**src/rtl/wb_writeback_if.sv**
```systemverilog
// Writeback stage bundle: MEM/WB pipeline inputs, multi-cycle result handshake,
// stall request and the register-file write port (RegWrite/A3/WD3).
// slave = writeback stage, master = the surrounding pipeline / register file.
interface wb_writeback_if #(
  parameter int DW = 32
);
  logic          mem_valid;
  logic          mem_regwrite;
  logic          mem_memtoreg;
  logic [4:0]    mem_dst;
  logic [DW-1:0] mem_alu;
  logic [DW-1:0] mem_rdata;
  logic [2:0]    mem_ldtype;
  logic          md_valid;
  logic [4:0]    md_dst;
  logic [DW-1:0] md_data;
  logic          md_ready;
  logic          stall_req;
  logic          RegWrite;
  logic [4:0]    A3;
  logic [DW-1:0] WD3;

  modport slave (
    input  mem_valid, mem_regwrite, mem_memtoreg, mem_dst, mem_alu, mem_rdata, mem_ldtype,
    input  md_valid, md_dst, md_data,
    output md_ready, stall_req, RegWrite, A3, WD3
  );

  modport master (
    output mem_valid, mem_regwrite, mem_memtoreg, mem_dst, mem_alu, mem_rdata, mem_ldtype,
    output md_valid, md_dst, md_data,
    input  md_ready, stall_req, RegWrite, A3, WD3
  );
endinterface

```
**src/rtl/wb_writeback.sv**
```systemverilog
// Writeback stage: registers the MEM/WB write, aligns loads, and merges multiply/divide
// results through a QDEPTH-entry buffer. Write port is one cycle after MEM sampling.
// Backpressure: md_ready drops when the buffer is full; stall_req holds MEM for one cycle
// after the buffer head has waited STARVE cycles. Optional macro: WB_SUBWORD_LOAD_EN
// enables lb/lbu/lh/lhu extraction (otherwise every load writes the full word).
module wb_writeback #(
  parameter int DW     = 32,
  parameter int QDEPTH = 2,
  parameter int STARVE = 4
) (
  input  logic          clk,
  input  logic          rst_n,
  wb_writeback_if.slave bus
);
  localparam int AW = $clog2(QDEPTH);
  localparam int CW = $clog2(QDEPTH + 1);
  localparam int SW = $clog2(STARVE + 1);

  // Buffer storage and pointers
  logic [4:0]    dst_q  [QDEPTH];
  logic [4:0]    dst_d  [QDEPTH];
  logic [DW-1:0] data_q [QDEPTH];
  logic [DW-1:0] data_d [QDEPTH];
  logic [QDEPTH-1:0] live_q, live_d;
  logic [AW-1:0] rd_ptr_q, rd_ptr_d, wr_ptr_q, wr_ptr_d;
  logic [CW-1:0] count_q, count_d;
  logic [SW-1:0] starve_q, starve_d;
  logic          stall_req_q, stall_req_d;
  // Write port registers
  logic          regwrite_q, regwrite_d;
  logic [4:0]    a3_q, a3_d;
  logic [DW-1:0] wd3_q, wd3_d;

  logic          md_ready;
  logic          pipe_wr;
  logic          head_vld, head_live, pop, push;
  logic [DW-1:0] load_val, pipe_val;

  assign md_ready      = (count_q < CW'(QDEPTH));
  assign bus.md_ready  = md_ready;
  assign bus.stall_req = stall_req_q;
  assign bus.RegWrite  = regwrite_q;
  assign bus.A3        = a3_q;
  assign bus.WD3       = wd3_q;

`ifdef WB_SUBWORD_LOAD_EN
  logic [7:0]  ld_byte;
  logic [15:0] ld_half;
  // Little-endian byte/halfword extraction with sign or zero extension
  always_comb begin
    ld_byte  = bus.mem_rdata[7:0];
    ld_half  = bus.mem_alu[1] ? bus.mem_rdata[31:16] : bus.mem_rdata[15:0];
    load_val = bus.mem_rdata;
    case (bus.mem_alu[1:0])
      2'd1:    ld_byte = bus.mem_rdata[15:8];
      2'd2:    ld_byte = bus.mem_rdata[23:16];
      2'd3:    ld_byte = bus.mem_rdata[31:24];
      default: ld_byte = bus.mem_rdata[7:0];
    endcase
    case (bus.mem_ldtype)
      3'b001:  load_val = {{(DW-8){ld_byte[7]}}, ld_byte};
      3'b010:  load_val = {{(DW-8){1'b0}}, ld_byte};
      3'b011:  load_val = {{(DW-16){ld_half[15]}}, ld_half};
      3'b100:  load_val = {{(DW-16){1'b0}}, ld_half};
      default: load_val = bus.mem_rdata;
    endcase
  end
`else
  logic unused_ldtype;
  assign unused_ldtype = ^bus.mem_ldtype;
  // Word loads only: the read word passes straight through
  always_comb begin
    load_val = bus.mem_rdata;
  end
`endif

  // Pipeline write qualification and writeback value select
  always_comb begin
    pipe_wr  = ~stall_req_q & bus.mem_valid & bus.mem_regwrite & (bus.mem_dst != 5'd0);
    pipe_val = bus.mem_memtoreg ? load_val : bus.mem_alu;
  end

  // Buffer push/pop/kill, write-port arbitration and starvation tracking
  always_comb begin
    dst_d      = dst_q;
    data_d     = data_q;
    live_d     = live_q;
    rd_ptr_d   = rd_ptr_q;
    wr_ptr_d   = wr_ptr_q;
    regwrite_d = 1'b0;
    a3_d       = a3_q;
    wd3_d      = wd3_q;
    starve_d   = starve_q;

    head_vld  = (count_q != '0);
    head_live = live_q[rd_ptr_q];
    // Killed heads are dropped immediately since they never need the write port.
    pop  = head_vld & (~head_live | ~pipe_wr | stall_req_q);
    push = bus.md_valid & md_ready & (bus.md_dst != 5'd0);

    // A pipeline write supersedes older buffered results for the same register.
    for (int i = 0; i < QDEPTH; i++) begin
      if (pipe_wr && live_q[i] && (dst_q[i] == bus.mem_dst)) live_d[i] = 1'b0;
    end
    if (pop) begin
      live_d[rd_ptr_q] = 1'b0;
      rd_ptr_d         = rd_ptr_q + AW'(1);
    end
    // Enqueued after the kill so a same-cycle md result (the newer one) survives.
    if (push) begin
      dst_d[wr_ptr_q]  = bus.md_dst;
      data_d[wr_ptr_q] = bus.md_data;
      live_d[wr_ptr_q] = 1'b1;
      wr_ptr_d         = wr_ptr_q + AW'(1);
    end
    count_d = count_q + CW'(push) - CW'(pop);

    if (pipe_wr) begin
      regwrite_d = 1'b1;
      a3_d       = bus.mem_dst;
      wd3_d      = pipe_val;
    end else if (pop && head_live) begin
      regwrite_d = 1'b1;
      a3_d       = dst_q[rd_ptr_q];
      wd3_d      = data_q[rd_ptr_q];
    end

    if (pop)                                         starve_d = '0;
    else if (head_vld && (starve_q < SW'(STARVE)))   starve_d = starve_q + SW'(1);
    stall_req_d = ~pop & (starve_d == SW'(STARVE));
  end

  // State registers with asynchronous active-low reset
  always_ff @(posedge clk or negedge rst_n) begin
    if (!rst_n) begin
      for (int i = 0; i < QDEPTH; i++) begin
        dst_q[i]  <= '0;
        data_q[i] <= '0;
      end
      live_q      <= '0;
      rd_ptr_q    <= '0;
      wr_ptr_q    <= '0;
      count_q     <= '0;
      starve_q    <= '0;
      stall_req_q <= 1'b0;
      regwrite_q  <= 1'b0;
      a3_q        <= '0;
      wd3_q       <= '0;
    end else begin
      dst_q       <= dst_d;
      data_q      <= data_d;
      live_q      <= live_d;
      rd_ptr_q    <= rd_ptr_d;
      wr_ptr_q    <= wr_ptr_d;
      count_q     <= count_d;
      starve_q    <= starve_d;
      stall_req_q <= stall_req_d;
      regwrite_q  <= regwrite_d;
      a3_q        <= a3_d;
      wd3_q       <= wd3_d;
    end
  end
endmodule

```
**src/flat_wrapper.sv**
```systemverilog
// flat-port wrapper written by rule: the top's interface ports become plain ports
module wb_writeback_flat 
#(
  parameter int DW     = 32,
  parameter int QDEPTH = 2,
  parameter int STARVE = 4
)
  (clk, rst_n, bus_mem_valid, bus_mem_regwrite, bus_mem_memtoreg, bus_mem_dst, bus_mem_alu, bus_mem_rdata, bus_mem_ldtype, bus_md_valid, bus_md_dst, bus_md_data, bus_md_ready, bus_stall_req, bus_RegWrite, bus_A3, bus_WD3);
  wb_writeback_if #(.DW(DW)) bus_i ();
  input  logic clk;
  input  logic rst_n;
  input wire logic [$bits(bus_i.mem_valid)-1:0] bus_mem_valid;
  input wire logic [$bits(bus_i.mem_regwrite)-1:0] bus_mem_regwrite;
  input wire logic [$bits(bus_i.mem_memtoreg)-1:0] bus_mem_memtoreg;
  input wire logic [$bits(bus_i.mem_dst)-1:0] bus_mem_dst;
  input wire logic [$bits(bus_i.mem_alu)-1:0] bus_mem_alu;
  input wire logic [$bits(bus_i.mem_rdata)-1:0] bus_mem_rdata;
  input wire logic [$bits(bus_i.mem_ldtype)-1:0] bus_mem_ldtype;
  input wire logic [$bits(bus_i.md_valid)-1:0] bus_md_valid;
  input wire logic [$bits(bus_i.md_dst)-1:0] bus_md_dst;
  input wire logic [$bits(bus_i.md_data)-1:0] bus_md_data;
  output wire logic [$bits(bus_i.md_ready)-1:0] bus_md_ready;
  output wire logic [$bits(bus_i.stall_req)-1:0] bus_stall_req;
  output wire logic [$bits(bus_i.RegWrite)-1:0] bus_RegWrite;
  output wire logic [$bits(bus_i.A3)-1:0] bus_A3;
  output wire logic [$bits(bus_i.WD3)-1:0] bus_WD3;
  assign bus_i.mem_valid = bus_mem_valid;
  assign bus_i.mem_regwrite = bus_mem_regwrite;
  assign bus_i.mem_memtoreg = bus_mem_memtoreg;
  assign bus_i.mem_dst = bus_mem_dst;
  assign bus_i.mem_alu = bus_mem_alu;
  assign bus_i.mem_rdata = bus_mem_rdata;
  assign bus_i.mem_ldtype = bus_mem_ldtype;
  assign bus_i.md_valid = bus_md_valid;
  assign bus_i.md_dst = bus_md_dst;
  assign bus_i.md_data = bus_md_data;
  assign bus_md_ready = bus_i.md_ready;
  assign bus_stall_req = bus_i.stall_req;
  assign bus_RegWrite = bus_i.RegWrite;
  assign bus_A3 = bus_i.A3;
  assign bus_WD3 = bus_i.WD3;
  wb_writeback #(.DW(DW), .QDEPTH(QDEPTH), .STARVE(STARVE)) u_core (.clk(clk), .rst_n(rst_n), .bus(bus_i));
endmodule
```
**config.mk**
```make
export PLATFORM = sky130hd
export DESIGN_NAME = wb_writeback_flat
export DESIGN_NICKNAME = d
export VERILOG_FILES = /design/src/rtl/wb_writeback_if.sv /design/src/rtl/wb_writeback.sv /design/src/flat_wrapper.sv
export SDC_FILE = /design/constraint.sdc
export NUM_CORES = 1
export LEC_CHECK = 0
export ABC_CLOCK_PERIOD_IN_PS = 4100
export BUFFER_PORTS_ARGS = -buffer_cell sky130_fd_sc_hd__buf_2
export CAP_MARGIN = 20
export CORE_ASPECT_RATIO = 1.5
export CORE_MARGIN = 2
export CORE_UTILIZATION = 57
export DETAILED_ROUTE_END_ITERATION = 8
export GPL_TIMING_DRIVEN = 1
export PLACE_DENSITY = 0.85
export RECOVER_POWER = 25
export SLEW_MARGIN = 10
export SYNTH_ARGS = -nofsm -noshare
export SYNTH_HDL_FRONTEND = slang
export SYNTH_SLANG_ARGS = --single-unit
```
**constraint.sdc**
```tcl
create_clock -name clk -period 4.1 [get_ports clk]
set_input_delay 1.025 -clock clk [delete_from_list [all_inputs] [get_ports clk]]
set_output_delay 1.025 -clock clk [all_outputs]
set_load 0.005 [all_outputs]
```
### Yosys cells after proc, flatten, opt, wreduce, memory -nomap -nowiden

Cells that the tools add are included.
W data, S select, Z words.

* $add $sub $neg: 5
* order comparisons: 9
* eq/ne operators: 3
* muxes and demuxes: 31
* bitwise logic cells: 18
* reductions and logical operators: 13

Operators by type and width (count)
* $mux W32: 7
* $bwmux W64: 1
* $demux W32 S1: 1
* $mux W5: 6
* $bwmux W10: 1
* $eq A5 B5 Y1: 2
* $reduce_bool A5 Y1: 2
* $logic_and A1 B1 Y1: 9
* $mux W1: 8
* $and A1 B1 Y1: 7
* $mux W3: 2
* $demux W5 S1: 1
* $ge A2 B2 Y1 const B: 2
* $lt A1 B2 Y1 const B: 2
* $mux W2: 2
* $not A1 Y1: 4
* $not A1 Y2: 2
* $reduce_bool A2 Y1: 2
* $add A3 B1 Y3 const B: 1
* $eq A3 B3 Y1 const B: 1
* $lt A3 B3 Y1 const B: 1
* $add A1 B1 Y1 const B: 2
* $add A2 B1 Y2: 1
* $and A2 B2 Y2: 1
* other kinds (8): 11

* flip-flop bits (word level): 122
* input port bits: 115
* output and inout bits: 40
* word-level logic and storage cells: 92

### Longest topological paths before layout

Gate-level depths: netlist (run 1).

* word-level depth: 11
* mapped depth: 7
* depth with buffers taken out: 6

### Least setup slack after synthesis (run 1)

OpenSTA, ideal clock, no wires.

* path kind: input to register
* from: input port bus_md_dst[3]
* to: register u_core.data_q[17] (netlist bit)
* setup time: 0.125 ns
* data arrival time: 2.503 ns
* data required time: 3.975 ns
* path slack: 1.472 ns
* cell stages on the path: 7
* buffers on the path: 2
* cells stage by stage: or4_1 -> o21ai_4 -> inv_4 -> nand2_4 -> buf_12 -> buf_12 -> mux2_4

* longest elaborated chain between the ends: 2

Ends and longest elaborated chain
* start: declaration: RTL line flat_wrapper.sv:20 `input wire logic [$bits(bus_i.md_dst)-1:0] bus_md_dst;`
* $reduce_bool A5 Y1: RTL line wb_writeback.sv:99 `push = bus.md_valid & md_ready & (bus.md_dst != 5'd0);`
* $and A1 B1 Y1: RTL line wb_writeback.sv:99
* via u_core.push: RTL line wb_writeback.sv:36 `logic head_vld, head_live, pop, push;`
* end signal: assignment: RTL line wb_writeback.sv:151 `data_q <= data_d;`
* end: declaration: RTL line wb_writeback.sv:22 `logic [DW-1:0] data_q [QDEPTH];`

The timed path passes the listed nets, and every way through them passes these cells.
A chain may end at the register's enable or synchronous reset.

### Final worst setup path (run 1)

* from: input port bus_md_dst[3]
* to: register u_core.data_q[5] (netlist bit)

Same word-level chain as after synthesis.

==> results of run 1 <==
power breakdown:
part | switching (mW) | internal [mW]
Combinational | 1.25 | 1.27
Clock | 0.486 | 0.844
Sequential | 0.383 | 1.83
flip-flops by register name, summed over array words and instances (netlist names):
name and count:
u_core.count_q 2, u_core.data_q 64, u_core.wr_ptr_q 1, u_core.bus.stall_req 1
u_core.bus.RegWrite 1, u_core.live_q 2, u_core.starve_q 3, u_core.bus.A3 5
u_core.rd_ptr_q 1, u_core.dst_q 10, u_core.bus.WD3 32
kinds of logic (layout without fill, tap and decap cells):
logic type      count (synthesis)  count (layout)  share of synthesized area
fa+ha+maj                       2               2                    0.00413
buf+inv                        40             189                     0.0409
flops                         122             122                      0.504
simple gates                   62              62                     0.0544
other cells                     0               1                          0
xor+xnor                       13              13                     0.0188
compound gates                 91              91                     0.0965
mux                           145             145                      0.281
worst reg2reg max path, delay by kind of cell (launching register included):
family                 cells  cell delay, ps
muxes                      1             260
buffers and inverters      1             580
DFF                        1             360
and+or+nand+nor            1             780
AOI/OAI and AO/OA          2             350
through the flow:
step           setup slack [ps]  cell area (um^2)  hold slack [ps]  utilization
3_5_place_dp                982              6830              493        0.652
5_1_grt                    1350              7360              511        0.702
3_3_place_gp                993              6830              487        0.652
2_1_floorplan              1470              6050              479            -
4_1_cts                    1390              7360              505        0.702
6_report                   1370              7360              502        0.702
area by class of cell:
| type | instances | area (um^2) |
|---|---|---|
| diodes | 1 | 2.50 |
| repair buffers | 155 | 811 |
| clock buffers | 28 | 517 |
| fillers | 733 | 3120 |
| clock inverters | 2 | 10.0 |
| inverters | 4 | 17.5 |
| well taps | 144 | 180 |
| multi-input cells | 313 | 2770 |
| flip-flops and latches | 122 | 3050 |
worst min path at each step:
stage                            startpoint                end  slack (ps)  cells past startpoint
after CTS                 u_core.data_q[10]  u_core.data_q[10]         510                      1
after detailed placement  u_core.data_q[10]  u_core.data_q[10]         490                      1
after global placement     u_core.data_q[3]   u_core.data_q[3]         490                      1
final                     u_core.data_q[14]  u_core.data_q[14]         500                      1
after floorplan           u_core.data_q[10]  u_core.data_q[10]         480                      1
after global routing      u_core.data_q[14]  u_core.data_q[14]         510                      1
routing by layer:
| metal | vias up | global-route usage | share of wire |
|---|---|---|---|
| li1 | 2023 | - | - |
| met4 | 0 | 0.121 | 0.033 |
| met2 | 171 | 0.455 | 0.53 |
| met1 | 2273 | 0.314 | 0.39 |
| met5 | - | 0 | 0 |
| met3 | 45 | 0.0658 | 0.047 |
cell usage in the layout (no fill, tap or decap), types with 2 or more instances in the layout:
cell                          n
sky130_fd_sc_hd__o21a_1       2
sky130_fd_sc_hd__clkinv_2     2
sky130_fd_sc_hd__a21o_1       3
sky130_fd_sc_hd__mux2_2      34
sky130_fd_sc_hd__o21ai_4      2
sky130_fd_sc_hd__a21oi_1      2
sky130_fd_sc_hd__nor2_4       2
sky130_fd_sc_hd__or4_1        2
sky130_fd_sc_hd__mux2_4      41
sky130_fd_sc_hd__nand3_1     40
sky130_fd_sc_hd__o211ai_1    32
sky130_fd_sc_hd__buf_2      150
sky130_fd_sc_hd__o21ai_0     45
sky130_fd_sc_hd__nor2_1       2
sky130_fd_sc_hd__clkbuf_8     5
sky130_fd_sc_hd__mux2i_1     70
sky130_fd_sc_hd__xor2_1       4
sky130_fd_sc_hd__nand2_1      7
sky130_fd_sc_hd__buf_4        2
sky130_fd_sc_hd__dfrtp_1    121
sky130_fd_sc_hd__xnor2_1      9
sky130_fd_sc_hd__buf_12       2
sky130_fd_sc_hd__nor4_1       3
sky130_fd_sc_hd__clkbuf_1     6
sky130_fd_sc_hd__inv_1        3
sky130_fd_sc_hd__ha_1         2
sky130_fd_sc_hd__clkbuf_16   17
==> parameters.txt, run 1 <==
Parameter                              Value

Outcome
  Status    finished with violations
  Violations in the final reports    max-capacitance violations, max-slew violations

STA
  Count of final hold-check violations    0
  Final-layout setup total negative slack    0 ps
  Measured slew at the worst slew-check pin    1650 ps
  Unrepaired setup endpoints after global routing    no
  Setup Viol. Count Final    0
  Final count of pins violating max slew    65
  Period utilisation layout    0.665
  Shortest period the worst path allows    2730 ps
  Rel. slew slack    -0.101
  Max Fclk    367 MHz
  Largest clock skew in the final design    6.98 ps

Critical path
  Timing startpoint of the critical path    bus_md_dst[3]
  Origin of the critical flop-to-flop path    u_core.rd_ptr_q
  Launching element type of the critical path    input port
  Worst Reg-to-Reg Cells    5
  Sum of buffers and inverters on the critical path    2
  Total stage count of the critical path    6
  Peak fanout along the critical path    38
  Crit path largest cell delay    600 ps
  Cell family contributing the most delay on the critical path    simple AND/OR/NAND/NOR gates
  Arrival time reported for the critical path endpoint    3010 ps
  Capture point of the critical path    u_core.data_q[5]
  Required time at the endpoint of the critical path    4380 ps
  Destination of the worst register-to-register timing path    u_core.bus.WD3[8]
  Critical-path cell list    buf_2 -> or4_1 -> o21ai_4 -> inv_4 -> nand2_4 -> mux2_2
  Start-to-end type of the worst setup path    in -> reg
  Crit. End Element    flip-flop
  Cell with the largest stage delay on the worst path    sky130_fd_sc_hd__or4_1
  R2r setup slk    1690 ps

Layout
  Number of nets at the end of the flow    730
  P&R area growth vs syn    21.6%
  Fraction of final layout cells sized beyond drive strength 1    0.423
  Number of standard cells in the layout, taps in and fillers out    769

Global routing
  Initial antenna violation count    1
  Number of global-route vias before repair    4878
  Final global-route overflow total    0
  Pin count of the biggest net entering global routing    66
  Global-route usage over all layers    0.266
  Global-route wire length before repair    23600 um

Yosys
  Register bit count reported by yosys    122
  Number of nets in the synthesized netlist    592
  Register area share after synthesis    0.504
  EDFF count, synth    0
  Top cell types by occurrence after synthesis    122 x sky130_fd_sc_hd__dfrtp_1, 70 x sky130_fd_sc_hd__mux2i_1, 45 x sky130_fd_sc_hd__o21ai_0
  Top cell type by total area after synthesis    sky130_fd_sc_hd__dfrtp_1
  Distinct cells, synth    39
  Top FF cell, synth    sky130_fd_sc_hd__dfrtp_1
  Post-synth top area share    0.504
  Cell with the most instances after synthesis    sky130_fd_sc_hd__dfrtp_1
  Warnings from Yosys    0
  Cells after Synth    475
  Ranking of synthesized cells by area    sky130_fd_sc_hd__dfrtp_1 50%, sky130_fd_sc_hd__mux2i_1 12%, sky130_fd_sc_hd__mux2_4 10%, sky130_fd_sc_hd__mux2_2 6.3%, sky130_fd_sc_hd__o211ai_1 4.0%
  Async set or reset register ratio after synthesis    1.00
  Netlist area before placement    6050 um^2
  Average cell area after synthesis    12.7 um^2

Floorplanning
  Initial Utilization    0.578
  Die Wd    88.1 um
  Standard-cell row count    46
  Number of I/O pins    155
  Die ar.    11500 um^2
  Overall die height    130 um
  CORE AREA    10500 um^2

Drt
  Drt via density    5.87
  DRC violations left    0
  Drt initial violations    260
  Residual antenna-violating net count after detailed routing    0
  Total Wirelength    14800 um
  Wire per inst    19.2 um
  Via count    4512
  First-pass iteration count of the detailed router    5

Placement
  Placer's final routability congestion estimate    0.792
  Half-perimeter wire length of the detailed placement result    9410 um
  Port Buffers    151
  DP Cell Count    738

Power
  Post-route total power    6.06 mW
  Peak VDD IR    0.452 mV
  Power Dens Cells    824 nW/um^2
  Static Leak    3.52 nW

CTS
  Count of buffers added by post-CTS timing repair for setup    0
  Max Buffers Root-to-Sink    2
  Clock slew at reported path FFs    50 ps
  Cell chosen for the clock root    sky130_fd_sc_hd__clkbuf_16
  Clock tree from TritonCTS    done
  Total CTS buffers    17
  Clock latency at the later pin of the worst-skew pair    400 ps
  H-tree levels    4
  CTS resizes    0
  Hold buffer count at cts    0
  Clock sink count    122

Hold path
  Class of the worst hold path    reg -> reg

Job
  Max-cap violation count    1
Note: power is estimated with default switching activity, not from simulation.
==> run 2, diff against run 1 <==
- ABC_CLOCK_PERIOD_IN_PS: 4100 -> 2400
- CORE_UTILIZATION: 57 -> 48
- PLACE_DENSITY: 0.85 -> 0.76
- clock period: 4.1 -> 2.4 ns (I/O delays scaled with it)
==> run 2 against run 1 <==
Compared with the run above: the run now ends clean; utilization down 8.3 points; routed wire length is 2.3% higher; global-route usage is 2.8 points lower; critical path type is now reg -> reg; count of clock-buffer cells in the layout is 9 lower; sequential power up 72%; critical endpoint is now u_core.bus.A3[2]; flip-flop and latch count unchanged; via count decreased by 1.1%; design area grew 4.3%; die area grew 18%; non-clock buffer count rose by 14.
==> parameters.txt, run 2 (synthesized netlist as in run 1, its figures left out) <==
Parameter                              Value

Critical path
  Launching element type of the critical path    flip-flop
  Start-to-end type of the worst setup path    reg -> reg
  Cell with the largest stage delay on the worst path    sky130_fd_sc_hd__nor2_4
  Crit. End Element    flip-flop
  R2r setup slk    420 ps
  Sum of buffers and inverters on the critical path    0
  Critical-path cell list    mux2i_1 -> nor2_4 -> o21ai_0 -> o21ai_0
  Peak fanout along the critical path    36
  Required time at the endpoint of the critical path    2730 ps
  CP dominant cell by count    sky130_fd_sc_hd__o21ai_0
  Cell family contributing the most delay on the critical path    simple AND/OR/NAND/NOR gates
  Crit path largest cell delay    780 ps
  Arrival time reported for the critical path endpoint    2310 ps

STA
  Largest clock skew in the final design    12.0 ps
  Rel. slew slack    0.332
  Shortest period the worst path allows    1980 ps
  Max Fclk    506 MHz
  Final count of pins violating max slew    0
  Measured slew at the worst slew-check pin    999 ps
  Count of final hold-check violations    0
  Worst hold margin    334 ps
  Final-layout setup total negative slack    0 ps
  Setup Viol. Count Final    0
  Unrepaired setup endpoints after global routing    no
  Period utilisation layout    0.823

Layout
  Largest register FFs    64
  Commonest non-fill, non-tap cells in the layout    150 x sky130_fd_sc_hd__buf_2, 121 x sky130_fd_sc_hd__dfrtp_1, 70 x sky130_fd_sc_hd__mux2i_1
  Fraction of final layout cells sized beyond drive strength 1    0.447
  Most frequent standard cell in the layout excluding fill and tap cells    sky130_fd_sc_hd__buf_2
  Top register by number of flip-flops    u_core.data_q
  Number of nets at the end of the flow    744
  P&R area growth vs syn    26.8%

Drt
  Via count    4464
  Wire per inst    19.0 um
  Residual antenna-violating net count after detailed routing    0
  First-pass iteration count of the detailed router    4
  Drt initial violations    169
  DRC violations left    0
  Drt via density    5.60
  Total Wirelength    15100 um

CTS
  Clock tree from TritonCTS    done
  Hold buffer count at cts    0
  Clock latency at the later pin of the worst-skew pair    420 ps
  Clock slew at reported path FFs    60 ps
  Clock sink count    122
  Cell chosen for the clock root    sky130_fd_sc_hd__clkbuf_16
  Count of buffers added by post-CTS timing repair for setup    0
  Total CTS buffers    17
  Max Buffers Root-to-Sink    2
  CTS resizes    0
  H-tree levels    4

Floorplanning
  Standard-cell row count    50
  CORE AREA    12400 um^2
  Number of I/O pins    155
  Die Wd    95.7 um
  Initial Utilization    0.489
  Overall die height    142 um
  Die ar.    13500 um^2

Hold path
  Class of the worst hold path    in -> async

Placement
  Port Buffers    151
  Placer's final routability congestion estimate    0.847
  Half-perimeter wire length of the detailed placement result    10100 um

Global routing
  Number of global-route vias before repair    4809
  Global-route usage over all layers    0.238
  Global-route wire length before repair    24500 um
  Initial antenna violation count    1
  Final global-route overflow total    0
  Pin count of the biggest net entering global routing    48

Outcome
  Status    finished, final reports clean

Power
  Peak VDD IR    0.570 mV
  Power Dens Cells    1440 nW/um^2
  Static Leak    3.66 nW

Job
  Max-cap violation count    0
-- run 2: where the power goes --
| group | internal (mW) | leakage [nW] | switching [mW] |
|---|---|---|---|
| Sequential | 3.12 | 1.44 | 0.683 |
| Clock | 1.89 | 0.315 | 0.915 |
| Combinational | 2.31 | 1.91 | 2.15 |
| Total | 7.31 | 3.66 | 3.74 |
-- run 2: final timing paths --
path / to / cells past startpoint / from
worst max-delay path: u_core.bus.A3[2] / 4 / u_core.rd_ptr_q
worst min-delay path: u_core.bus.WD3[26] / 1 / rst_n
worst max register to register: u_core.bus.A3[2] / 4 / u_core.rd_ptr_q
worst min register to register: u_core.data_q[54] / 1 / u_core.data_q[54]
max in group asynchronous: u_core.data_q[10] / 2 / rst_n
min in group clk: u_core.data_q[32] / 2 / bus_md_data[0]
-- run 2: layout make-up --
type | instances | area, um^2
fill | 962 | 4710
clock buffer | 19 | 453
antenna | 1 | 2.50
tap | 156 | 195
timing repair buffer | 169 | 988
sequential | 122 | 3050
inverter | 4 | 17.5
multi-input combinational | 313 | 2770
clock inverter | 13 | 198
-- run 2: through the flow --
stage           util  total power, mW  area [um^2]  setup WS [ps]  cells
3_3_place_gp   0.568             8.02         7040           70.0    764
5_1_grt        0.620             11.7         7670            229    797
6_report       0.620             11.1         7670            425    797
2_1_floorplan      -             6.88         6050            197    475
3_5_place_dp   0.568             8.23         7040           50.1    764
4_1_cts        0.621             11.1         7690            429    796
-- run 2: metal layers --
| metal | vias to the layer above | global-route usage | share of wire | routed length (um) |
|---|---|---|---|---|
| li1 | 2055 | - | - | - |
| met1 | 2262 | 0.301 | 0.40 | 6130 |
| met2 | 118 | 0.388 | 0.53 | 8050 |
| met3 | 29 | 0.0499 | 0.036 | 551 |
| met4 | 0 | 0.111 | 0.027 | 405 |
| met5 | - | 0 | 0 | 0 |
